--- src/rtl/adc_ram_reader_if.sv ---
// adc_ram_reader_if: bundles the signals between the capture RAM, the reader
// and the readout stream.
//   wr_addr/wr_en    tap of the capture block's RAM write port
//   rd_addr/rd_en    RAM port-B read request (driven by the reader)
//   rd_data          RAM port-B read data
//   out_data/out_valid/out_ready  valid/ready readout stream
// The slave modport is the reader's view; master is the environment's view.
interface adc_ram_reader_if #(
    parameter int unsigned ADDR_W = 12,
    parameter int unsigned DATA_W = 32
);
    logic [ADDR_W-1:0] wr_addr;
    logic              wr_en;
    logic [ADDR_W-1:0] rd_addr;
    logic              rd_en;
    logic [DATA_W-1:0] rd_data;
    logic [DATA_W-1:0] out_data;
    logic              out_valid;
    logic              out_ready;

    modport slave (
        input  wr_addr, wr_en, rd_data, out_ready,
        output rd_addr, rd_en, out_data, out_valid
    );

    modport master (
        output wr_addr, wr_en, rd_data, out_ready,
        input  rd_addr, rd_en, out_data, out_valid
    );
endinterface

--- src/rtl/adc_ram_reader.sv ---
// adc_ram_reader: follows the capture RAM write port, reads the written words
// back through port B in write order and streams them out through a 4-entry
// FIFO, so output back-pressure never stalls capture.
//   clk, reset     clock and asynchronous active-high reset
//   clear_i        synchronous flush (tracking, FIFO, in-flight reads, flags)
//   enable_i       permits issuing RAM reads
//   bus            RAM tap, RAM port B and output stream (slave modport)
//   level_o        words written but not yet read from the RAM
//   overflow_o     sticky: the writer lapped the reader
//   seq_err_o      sticky: a write was not at the expected next address
module adc_ram_reader #(
    parameter int unsigned ADDR_W     = 12,
    parameter int unsigned DATA_W     = 32,
    parameter int unsigned RD_LATENCY = 2
) (
    input  logic            clk,
    input  logic            reset,
    input  logic            clear_i,
    input  logic            enable_i,
    adc_ram_reader_if.slave bus,
    output logic [ADDR_W:0] level_o,
    output logic            overflow_o,
    output logic            seq_err_o
);
    localparam int unsigned FIFO_DEPTH = 4;
    localparam int unsigned PTR_W      = 2;
    localparam int unsigned CNT_W      = 3;
    localparam int unsigned PEND_W     = ADDR_W + 1;
    localparam logic [PEND_W-1:0] PEND_FULL = PEND_W'(1) << ADDR_W;

    typedef enum logic {
        ST_UNSYNC,
        ST_SYNC
    } state_e;

    state_e                              state_q, state_d;
    logic [ADDR_W-1:0]                   rptr_q, rptr_d;
    logic [ADDR_W-1:0]                   wexp_q, wexp_d;
    logic [PEND_W-1:0]                   pend_q, pend_d;
    logic [RD_LATENCY-1:0]               infl_q, infl_d;
    logic [FIFO_DEPTH-1:0][DATA_W-1:0]   fifo_q, fifo_d;
    logic [PTR_W-1:0]                    wptr_q, wptr_d;
    logic [PTR_W-1:0]                    hptr_q, hptr_d;
    logic [CNT_W-1:0]                    count_q, count_d;
    logic                                ovf_q, ovf_d;
    logic                                seq_q, seq_d;

    logic [CNT_W-1:0] infl_cnt;
    logic             issue_c;
    logic             ret_c;
    logic             valid_c;
    logic             pop_c;

    // Reads still travelling through the RAM pipeline.
    always_comb begin
        infl_cnt = '0;
        for (int i = 0; i < int'(RD_LATENCY); i++) begin
            infl_cnt = infl_cnt + CNT_W'(infl_q[i]);
        end
    end

    // Credit rule: FIFO entries plus in-flight reads never exceed the FIFO depth.
    assign issue_c = enable_i && (state_q == ST_SYNC) && (pend_q != '0)
                     && ((count_q + infl_cnt) < CNT_W'(FIFO_DEPTH));
    assign ret_c   = infl_q[RD_LATENCY-1];
    assign valid_c = (count_q != '0);
    assign pop_c   = valid_c && bus.out_ready;

    assign bus.rd_en     = issue_c;
    assign bus.rd_addr   = rptr_q;
    assign bus.out_valid = valid_c;
    assign bus.out_data  = valid_c ? fifo_q[hptr_q] : '0;
    assign level_o       = pend_q;
    assign overflow_o    = ovf_q;
    assign seq_err_o     = seq_q;

    // Next-state: write tracking, read issue, FIFO push/pop; clear overrides all.
    always_comb begin
        state_d = state_q;
        rptr_d  = rptr_q;
        wexp_d  = wexp_q;
        pend_d  = pend_q;
        infl_d  = RD_LATENCY'(infl_q << 1) | RD_LATENCY'(issue_c);
        fifo_d  = fifo_q;
        wptr_d  = wptr_q;
        hptr_d  = hptr_q;
        count_d = count_q + CNT_W'(ret_c) - CNT_W'(pop_c);
        ovf_d   = ovf_q;
        seq_d   = seq_q;

        if (ret_c) begin
            fifo_d[wptr_q] = bus.rd_data;
            wptr_d         = wptr_q + PTR_W'(1);
        end
        if (pop_c) begin
            hptr_d = hptr_q + PTR_W'(1);
        end

        if (issue_c) begin
            rptr_d = rptr_q + ADDR_W'(1);
        end

        if (bus.wr_en) begin
            if (state_q == ST_UNSYNC) begin
                // First observed write defines where the ring starts.
                state_d = ST_SYNC;
                rptr_d  = bus.wr_addr;
                wexp_d  = bus.wr_addr + ADDR_W'(1);
                pend_d  = PEND_W'(1);
            end else begin
                wexp_d = bus.wr_addr + ADDR_W'(1);
                if (bus.wr_addr != wexp_q) begin
                    seq_d = 1'b1;
                end
                if ((pend_q == PEND_FULL) && !issue_c) begin
                    // Ring full: the oldest unread word is overwritten, skip it.
                    ovf_d  = 1'b1;
                    rptr_d = rptr_q + ADDR_W'(1);
                end else begin
                    pend_d = pend_q + PEND_W'(1) - PEND_W'(issue_c);
                end
            end
        end else begin
            pend_d = pend_q - PEND_W'(issue_c);
        end

        if (clear_i) begin
            state_d = ST_UNSYNC;
            rptr_d  = rptr_q;
            wexp_d  = wexp_q;
            pend_d  = '0;
            infl_d  = '0;
            fifo_d  = fifo_q;
            wptr_d  = '0;
            hptr_d  = '0;
            count_d = '0;
            ovf_d   = 1'b0;
            seq_d   = 1'b0;
        end
    end

    // State registers.
    always_ff @(posedge clk or posedge reset) begin
        if (reset) begin
            state_q <= ST_UNSYNC;
            rptr_q  <= '0;
            wexp_q  <= '0;
            pend_q  <= '0;
            infl_q  <= '0;
            fifo_q  <= '0;
            wptr_q  <= '0;
            hptr_q  <= '0;
            count_q <= '0;
            ovf_q   <= 1'b0;
            seq_q   <= 1'b0;
        end else begin
            state_q <= state_d;
            rptr_q  <= rptr_d;
            wexp_q  <= wexp_d;
            pend_q  <= pend_d;
            infl_q  <= infl_d;
            fifo_q  <= fifo_d;
            wptr_q  <= wptr_d;
            hptr_q  <= hptr_d;
            count_q <= count_d;
            ovf_q   <= ovf_d;
            seq_q   <= seq_d;
        end
    end
endmodule

--- src/flat_wrapper.sv ---
// flat-port wrapper written by rule: the top's interface ports become plain ports
module adc_ram_reader_flat 
#(
    parameter int unsigned ADDR_W     = 12,
    parameter int unsigned DATA_W     = 32,
    parameter int unsigned RD_LATENCY = 2
)
  (clk, reset, clear_i, enable_i, level_o, overflow_o, seq_err_o, bus_wr_addr, bus_wr_en, bus_rd_data, bus_out_ready, bus_rd_addr, bus_rd_en, bus_out_data, bus_out_valid);
  adc_ram_reader_if #(.ADDR_W(ADDR_W), .DATA_W(DATA_W)) bus_i ();
  input  logic clk;
  input  logic reset;
  input  logic clear_i;
  input  logic enable_i;
  output logic [ADDR_W:0] level_o;
  output logic overflow_o;
  output logic seq_err_o;
  input wire logic [$bits(bus_i.wr_addr)-1:0] bus_wr_addr;
  input wire logic [$bits(bus_i.wr_en)-1:0] bus_wr_en;
  input wire logic [$bits(bus_i.rd_data)-1:0] bus_rd_data;
  input wire logic [$bits(bus_i.out_ready)-1:0] bus_out_ready;
  output wire logic [$bits(bus_i.rd_addr)-1:0] bus_rd_addr;
  output wire logic [$bits(bus_i.rd_en)-1:0] bus_rd_en;
  output wire logic [$bits(bus_i.out_data)-1:0] bus_out_data;
  output wire logic [$bits(bus_i.out_valid)-1:0] bus_out_valid;
  assign bus_i.wr_addr = bus_wr_addr;
  assign bus_i.wr_en = bus_wr_en;
  assign bus_i.rd_data = bus_rd_data;
  assign bus_i.out_ready = bus_out_ready;
  assign bus_rd_addr = bus_i.rd_addr;
  assign bus_rd_en = bus_i.rd_en;
  assign bus_out_data = bus_i.out_data;
  assign bus_out_valid = bus_i.out_valid;
  adc_ram_reader #(.ADDR_W(ADDR_W), .DATA_W(DATA_W), .RD_LATENCY(RD_LATENCY)) u_core (.clk(clk), .reset(reset), .clear_i(clear_i), .enable_i(enable_i), .bus(bus_i), .level_o(level_o), .overflow_o(overflow_o), .seq_err_o(seq_err_o));
endmodule
--- config.mk ---
export PLATFORM = sky130hd
export DESIGN_NAME = adc_ram_reader_flat
export DESIGN_NICKNAME = d
export VERILOG_FILES = /design/src/rtl/adc_ram_reader_if.sv /design/src/rtl/adc_ram_reader.sv /design/src/flat_wrapper.sv
export SDC_FILE = /design/constraint.sdc
export NUM_CORES = 1
export LEC_CHECK = 0
export CORE_MARGIN = 2
export CORE_UTILIZATION = 54
export CTS_CLUSTER_SIZE = 8
export DETAILED_ROUTE_END_ITERATION = 8
export PLACE_DENSITY_LB_ADDON = 0.15
export SYNTH_ARGS = -nofsm -noshare
export SYNTH_HDL_FRONTEND = slang
export SYNTH_SLANG_ARGS = --single-unit
--- constraint.sdc ---
create_clock -name clk -period 12.3 [get_ports clk]
set_input_delay 2.46 -clock clk [delete_from_list [all_inputs] [get_ports clk]]
set_output_delay 2.46 -clock clk [all_outputs]
set_load 0.02 [all_outputs]
==> impl_results.md <==
- Largest cells by area after synthesis: dfrtp_1, mux2_2, mux4_2
- RR Startpoint: u_core.infl_q[1]
- Max clock buf depth: 2
- # rows: 48
- Largest family of logic cells by synthesized area: multiplexers
- Final WL: between 20000 and 25000 um
- Async SR Flop Fraction: 100%
- Static Leak: between 5 and 6 nW
- Worst reg2reg path depth: 16
- Min Tclk post-route: 6740 ps
- Share of the synthesized area in the top cell type: 46.1%
- Routed Antenna Nets: 0
- Via/cell ratio: 5.95
- Clock sinks: around 180
- Post-synthesis compound-gate area fraction: 8.41%
- Cell area after synthesis: slightly below 0.01 mm2
- Hold Path Class: reg -> reg
- Yosys cell types: 72
- Largest net degree at the start of global routing: between 100 and 150
- CTS resizes: 0
- HP Start: u_core.overflow_o
- # IOs: roughly 110
- Max-slew violations: 0
- Via count: 6759
- Hold buffers post-CTS: 0
- Setup Viol. Count Final: 0
- Post-CTS setup buffers: 0
- PwrDens: 180 mW/mm2
- Start point of the critical path: enable_i
- Detailed Route Iter0 Violations: 320
- Post-synth EDFFs: 0
- Dpl ws: 5590 ps
- Total of max-cap violations: 0
- DRC Markers: 0
- Post-synthesis sequential area ratio: 46.1%
- Syn-to-layout area delta: 18.6%
- Core footprint: 0.0174 mm2
- Commonest non-fill, non-tap cell in the layout: dfrtp_1
- Post-DP HPWL: approximately 15000 um
- Mux contribution to synthesized area: a little under a quarter
- Initial antenna violation count: 0
- Simple-gate share of the synthesized area: between 10% and 20%
- Most frequent cells in the layout: dfrtp_1, mux2_2, clkdlybuf4s50_1, nor2_1, ha_1
- Maximum fanout along the worst path: 6
- Cts bufs inserted: 17
- Layout cells sized above 1: 23.4%
- Adder-Cell Fraction of Synth Area: under 10%
- Die Ht: 137 um
- Post-route setup TNS: 0 ps
- Max Fclk: roughly 150 MHz
- R2r setup slk: approximately 8100 ps
- Global-route wire length before repair: between 30000 and 40000 um
- DP Cell Count: between 1k and 1.5k
- Peak supply drop: approximately 120 uV
- DIE WIDTH: between 100 and 150 um
- Synth Area in XOR/XNOR: 3.65%
- CTS tree: done
- Clk_lat worst skew: between 400 and 500 ps
- Clock Skews: 9.30 ps
- Yosys reg bits: roughly 180
- RSZ-0062 raised after global routing: false
- Vias in the first global route: slightly above 7k
- Mapped Cells: 807
- Clk root buf: clkbuf_16
- Setup ws final: roughly 5600 ps
- Kind of critical path: in -> out
- Syn. warnings: 0
- Cell taking the most area after synthesis: dfrtp_1
- Worst Setup Start Kind: input port
- Total grt overflow: 0
- Non-filler cells, final: ~1.1k
- Worst slew pin tran: 1280 ps
- Post-synthesis net count: ~900
- Placer Congestion: 0.929
- WP data required: ~9800 ps
- Clock-pin transition on the worst setup and hold timing paths: about 70 ps
- Status: finished clean
- Avg Cell Area, Syn: roughly 12 um2
- # diodes: 0
- Drt wl/cell: about 20 um
- Critical path capture point: bus_rd_en
- Top_reg_cell synth: dfrtp_1
- Worst reg2reg endpoint: u_core.level_o[9]
- Layout Nets: 988
- GR Util All Layers: between 20% and 30%
- Final hold violations: 0
- Fill cells: 1307
- Number of H-tree levels: 4
- Final Cycle Share: between 50% and 60%
- Relative max-transition margin: between 10% and 20%
- DRT Pass-1 Iters: 5
- Port bufs: 110
- Critical path endpoint category: output port
- Initial Util: 55.3%
- Die ar.: ~0.019 mm2
- Arr. time, crit path: about 4300 ps
==> worst min-delay path by stage <==
stage | to | cells past startpoint
after floorplan | u_core.wexp_q[1] | 2
after global placement | u_core.overflow_o | 1
after detailed placement | u_core.overflow_o | 1
after CTS | u_core.overflow_o | 1
after global routing | u_core.overflow_o | 1
final | u_core.overflow_o | 1
==> metal layers <==
metal	vias to the layer above	global-route usage (%)	routed length [um]
li1	3107	-	-
met1	3408	32.1	9530
met2	210	42.0	11400
met3	34	5.26	1180
met4	0	7.10	330
met5	-	0	0
==> power by group <==
group	switching (W)	internal, W	leakage (nW)
registers	0.0000787	0.000667	2.38
clock network	0.000235	0.000263	0.251
logic	0.000403	0.000400	2.53
total	0.000716	0.00133	5.16
==> registers in the layout (all words and copies together), names as in the netlist <==
name                flops
u_core.bus.rd_addr     12
u_core.count_q          3
u_core.fifo_q         128
u_core.hptr_q           2
u_core.infl_q           2
u_core.level_o         13
u_core.overflow_o       1
u_core.seq_err_o        1
u_core.state_q          1
u_core.wexp_q          12
u_core.wptr_q           2
==> synth_stat cells, types with 4 or more instances <==
cell type  instances
a31oi_1           11
nand4_1            4
buf_2              5
a21oi_1           23
nor2b_1            5
o32ai_1            5
buf_1             13
nor2_1            45
or3_1              4
and3_1            10
mux4_2            32
o21ai_0           30
nand3_1           19
and2_1            34
inv_1             32
nor3_1             6
nand2_1           42
nand2b_1           4
o221ai_1           4
clkbuf_1          21
a211oi_1           5
mux2_2           129
xnor2_1           20
dfrtp_1          177
o31ai_1            4
xor2_1            20
ha_1              39
==> stage by stage <==
step | utilization (%) | total power, W | hold WS (ps) | instance area, um2
final | 65.6 | 0.00205 | 490 | 11400
after global routing | 65.6 | 0.00216 | 511 | 11400
after CTS | 65.6 | 0.00206 | 493 | 11400
after detailed placement | 62.5 | 0.00155 | 473 | 10900
after global placement | 62.5 | 0.00153 | 466 | 10900
after floorplan | - | 0.00129 | 466 | 9600
==> cell type report <==
cell class	instances	area, um2	share of cell area [%]
multi-input cells	555	4880	42.9
flip-flops and latches	177	4430	38.9
repair buffers	113	1120	9.86
clock buffers	20	437	3.83
well taps	225	282	2.47
inverters	34	133	1.16
clock inverters	12	101	0.890
==> cell families after synthesis <==
| family | after synthesis |
|---|---|
| AOI/OAI and AO/OA | 118 |
| xor gates and xnor gates | 40 |
| adders and majority gates | 40 |
| buffers and inverters | 75 |
| DFF | 177 |
| muxes | 164 |
| and+or+nand+nor | 193 |
==> critical path: stages <==
cell and delay, ps:
clkdlybuf4s50_1 480, and3b_2 190, mux2i_1 140, a21oi_2 330, clkdlybuf4s50_1 680
Note: power is estimated with default switching activity, not from simulation.
==> edit 1: new RTL, same settings <==
`RD_LATENCY` is set to 2 in 2 places; all go to 1.
--- a/src/rtl/adc_ram_reader.sv
+++ b/src/rtl/adc_ram_reader.sv
@@ -11,7 +11,7 @@
 module adc_ram_reader #(
     parameter int unsigned ADDR_W     = 12,
     parameter int unsigned DATA_W     = 32,
-    parameter int unsigned RD_LATENCY = 2
+    parameter int unsigned RD_LATENCY = 1
 ) (
     input  logic            clk,
     input  logic            reset,
--- a/src/flat_wrapper.sv
+++ b/src/flat_wrapper.sv
@@ -3,7 +3,7 @@
 #(
     parameter int unsigned ADDR_W     = 12,
     parameter int unsigned DATA_W     = 32,
-    parameter int unsigned RD_LATENCY = 2
+    parameter int unsigned RD_LATENCY = 1
 )
   (clk, reset, clear_i, enable_i, level_o, overflow_o, seq_err_o, bus_wr_addr, bus_wr_en, bus_rd_data, bus_out_ready, bus_rd_addr, bus_rd_en, bus_out_data, bus_out_valid);
   adc_ram_reader_if #(.ADDR_W(ADDR_W), .DATA_W(DATA_W)) bus_i ();
Function: changed (a bounded check fails within 4 cycles, from zero or initial values and one cycle with reset high).
==> edit 1 against the original RTL <==
Clock skew is 0.0033 ns higher. Area after synthesis is 0.34% lower. Sequential cell count is 1 lower. Sequential power is 2% higher. Power is 9.4% higher. Final area is 0.46% higher. Setup slack better by 0.084 ns. Critical path depth stayed put. Critical path type unchanged. Routed wire length is 1.9% lower. Die area is 0.33% lower.
==> edit 1: results (changes against the original RTL) <==
Timing
  – Relative slew slack: 35.4% (+21 points)

Detailed routing
  – Total Routed Length: 22.0 mm (-1.9%)
  – Uppermost layer routed: met5
  – Wire length on met2: 11.1 mm (-2.1%)

Placed design
  – Post-Place Cells: 1,096 (-0.72%)
  – Worst slack at placement: 5.67 ns (+0.0816 ns)

Yosys
  – Post-synthesis compound-gate area fraction: 8.09% (-0.31 points)
  – Post-synthesis mux area share: 23.1% (+0.18 points)
  – Commonest cells post-synth: 176 x dfrtp_1, 129 x mux2_2, 50 x nand2_1
  – Xor and xnor fraction of the mapped netlist area: 4.01% (+0.37 points)
  – Main area contributors after synthesis: dfrtp_1 46%, mux2_2 15%, mux4_2 7.5%
  – Post-synth cell types: 71 (-1.4%)

Final layout
  – Clkbuf count: 19 (-5.0%)
  – FILL cells: 1,312 (+0.38%)
  – Fraction of area in multi-input gates: 42.4% (-0.49 points)
  – Utilization after layout: 66.2% (+0.53 points)
  – FFs & Latches: 176 (-0.56%)
  – Layout cells sized above 1: 24.3% (+0.87 points)
  – Non-clock buffer total of the final layout: 118 (+4.4%)
  – Seq/total area: 38.5% (-0.41 points)
  – Buffer share of cell area: 10.1% (+0.28 points)
  – Nets: 979 (-0.91%)
  – Multi-input gates: 550 (-0.90%)

Setup path
  – Worst path max stage delay: 0.64 ns (-0.04 ns)
  – Critical-path maximum fanout: 12 (+6)
  – CP arrival: 4.20 ns (-0.08 ns)

Global route
  – Initial antenna violation count: 1 (+1)
  – M1 GR Usage: 31.1% (-0.98 points)

Power
  – Peak supply drop: 0.167 mV (+41%)

Status
  – Status: completed
edit 1: cell count changes after synthesis, sizes merged, moves of 5 or more:
cell    delta
xnor2      -5
clkbuf     -7
a31oi      -8
xor2       +8
nand2      +8
nor2       -9
inv        -6
buf        +6
edit 1: path summary, 6_finish.rpt:
path	startpoint	endpoint	slack, ns	cells past startpoint
worst max-delay path	enable_i	bus_rd_en	5.64	5
worst min register to register	u_core.fifo_q[94]$_DFFE_PP0P_	u_core.fifo_q[94]$_DFFE_PP0P_	0.50	1
min in group asynchronous	reset	u_core.fifo_q[96]$_DFFE_PP0P_	2.60	2
max in group asynchronous	reset	u_core.hptr_q[0]$_DFFE_PP0P_	8.10	3
worst min-delay path	u_core.fifo_q[94]$_DFFE_PP0P_	u_core.fifo_q[94]$_DFFE_PP0P_	0.50	1
worst max register to register	u_core.level_o[5]$_DFFE_PP0P_	u_core.level_o[11]$_DFFE_PP0P_	8.81	13
==> edit 2: new RTL, same flow settings <==
Without the edit above. Put one more register stage on the output `level_o`, cleared by the reset. The value now appears one clock later. The other outputs are not delayed to match.
--- a/src/rtl/adc_ram_reader.sv
+++ b/src/rtl/adc_ram_reader.sv
@@ -70,7 +70,13 @@
     assign bus.rd_addr   = rptr_q;
     assign bus.out_valid = valid_c;
     assign bus.out_data  = valid_c ? fifo_q[hptr_q] : '0;
-    assign level_o       = pend_q;
+    always_ff @(posedge clk or posedge reset) begin
+        if (reset) begin
+            level_o <= '0;
+        end else begin
+            level_o <= pend_q;
+        end
+    end
     assign overflow_o    = ovf_q;
     assign seq_err_o     = seq_q;
 
Function: changed (Yosys sat finds a counterexample within 4 cycles, from zero or initial values and one cycle with reset high).
==> edit 2 against the original RTL <==
Maximum frequency increased by 1.3%. Sequential cell count increased by 13. Power increased by 9.2%. Register-to-register slack improved by 0.42 ns. Final area increased by 2.5%. Non-clock buffer count increased by 1. Global-route usage decreased by 0.83 points. Setup slack improved by 0.089 ns. Routed wire length decreased by 2.1%. Area after synthesis increased by 1.7%. Critical path type unchanged. Largest power group unchanged. Highest routed layer unchanged.
==> edit 2: results (changes against the original RTL) <==
Status
  – Status: completed

Global route
  – First-pass GRT wire length: 36.7 mm (+2.3%)
  – Vias in the first global route: 7,216 (+2.2%)
  – Global Route Usage Sum: 23.9% (-0.83 points)
  – Maximum number of pins on one net before global-route repair: 100 (-15%)

Power
  – Internal power: 1490 uW (+12%)
  – Cell leakage power: 0.00532 uW (+3.0%)
  – Clock group: 580 uW (+16%)
  – Overall power: 2230 uW (+9.2%)
  – Peak supply drop: 0.111 mV (-6.4%)

Final layout
  – Nets: 984 (-0.40%)
  – FILL cells: 1,322 (+1.1%)

Placed design
  – Routability cong.: 0.928 (-0.12%)
  – Dpl hpwl: 14.4 mm (-2.4%)

Yosys
  – Post-synthesis compound-gate area fraction: 7.47% (-0.93 points)
  – Sequential area share after synthesis: 48.7% (+2.6 points)
  – Commonest cells post-synth: 190 x dfrtp_1, 128 x mux2_2, 48 x nand2_1
  – Main area contributors after synthesis: dfrtp_1 49%, mux2_2 15%, mux4_2 7.4%
  – Syn nets: 886 (-1.2%)
  – Post-synth cell types: 60 (-17%)
  – Post-synthesis mux area share: 22.5% (-0.49 points)
  – Xor and xnor fraction of the mapped netlist area: 3.77% (+0.12 points)
  – Adder-cell share of the synthesized area: 5.20% (-0.087 points)

Setup path
  – CP max-delay cell: clkdlybuf4s50_1
  – R2r setup slk: 8.52 ns (+0.42 ns)
  – CP arrival: 4.20 ns (-0.08 ns)
  – Reg2reg path depth: 14 (-2)
  – Worst reg2reg endpoint: u_core.pend_q[12]$_DFFE_PP0P_
  – Critical-path maximum fanout: 9 (+3)

Detailed routing
  – Wire length per cell: 19.3 um (-2.0%)
  – Initial drt markers: 406 (+27%)

Min path
  – Worst Hold Class: reg -> reg

Clocking
  – TritonCTS Buffers: 17 (unchanged)
==> edit 2: layer usage <==
layer  global-route usage, %  part of all wire (%)
met1                    31.3                    43
met2                    41.3                    52
met3                    3.57                   4.3
met4                    7.68                   1.4
met5                       0                     0
==> edit 2: final cells by class <==
| type | count | area share [%] |
|---|---|---|
| multi-input cells | 539 | 40.7 |
| inverters | 32 | 1.07 |
| well taps | 229 | 2.45 |
| flip-flops and latches | 190 | 40.8 |
| clock buffers | 18 | 3.68 |
| repair buffers | 114 | 9.69 |
| clock inverters | 13 | 1.62 |
==> edit 2: worst min path at each step <==
stage	to	slack [ns]	depth (start not counted)	startpoint
2_1_floorplan	u_core.level_o[12]$_DFF_PP0_	0.35	0	u_core.pend_q[12]$_DFFE_PP0P_
3_3_place_gp	u_core.level_o[4]$_DFF_PP0_	0.43	0	u_core.pend_q[4]$_DFFE_PP0P_
3_5_place_dp	u_core.level_o[4]$_DFF_PP0_	0.43	0	u_core.pend_q[4]$_DFFE_PP0P_
4_1_cts	u_core.level_o[4]$_DFF_PP0_	0.45	0	u_core.pend_q[4]$_DFFE_PP0P_
5_1_grt	u_core.level_o[8]$_DFF_PP0_	0.46	0	u_core.pend_q[8]$_DFFE_PP0P_
6_report	u_core.level_o[4]$_DFF_PP0_	0.45	0	u_core.pend_q[4]$_DFFE_PP0P_
==> edit 2: worst max-delay path, delay by kind of cell <==
kind	cells	cell delay [ns]
compound gates	2	0.52
buf+inv	2	1.14
simple gates	1	0.06
==> edit 2: through the flow <==
step	setup slack [ns]	std cells	instance area, um^2
3_3_place_gp	5.69	1104	11100
4_1_cts	5.66	1135	11700
2_1_floorplan	4.67	796	9760
6_report	5.64	1135	11700
5_1_grt	5.57	1135	11700
3_5_place_dp	5.67	1104	11100
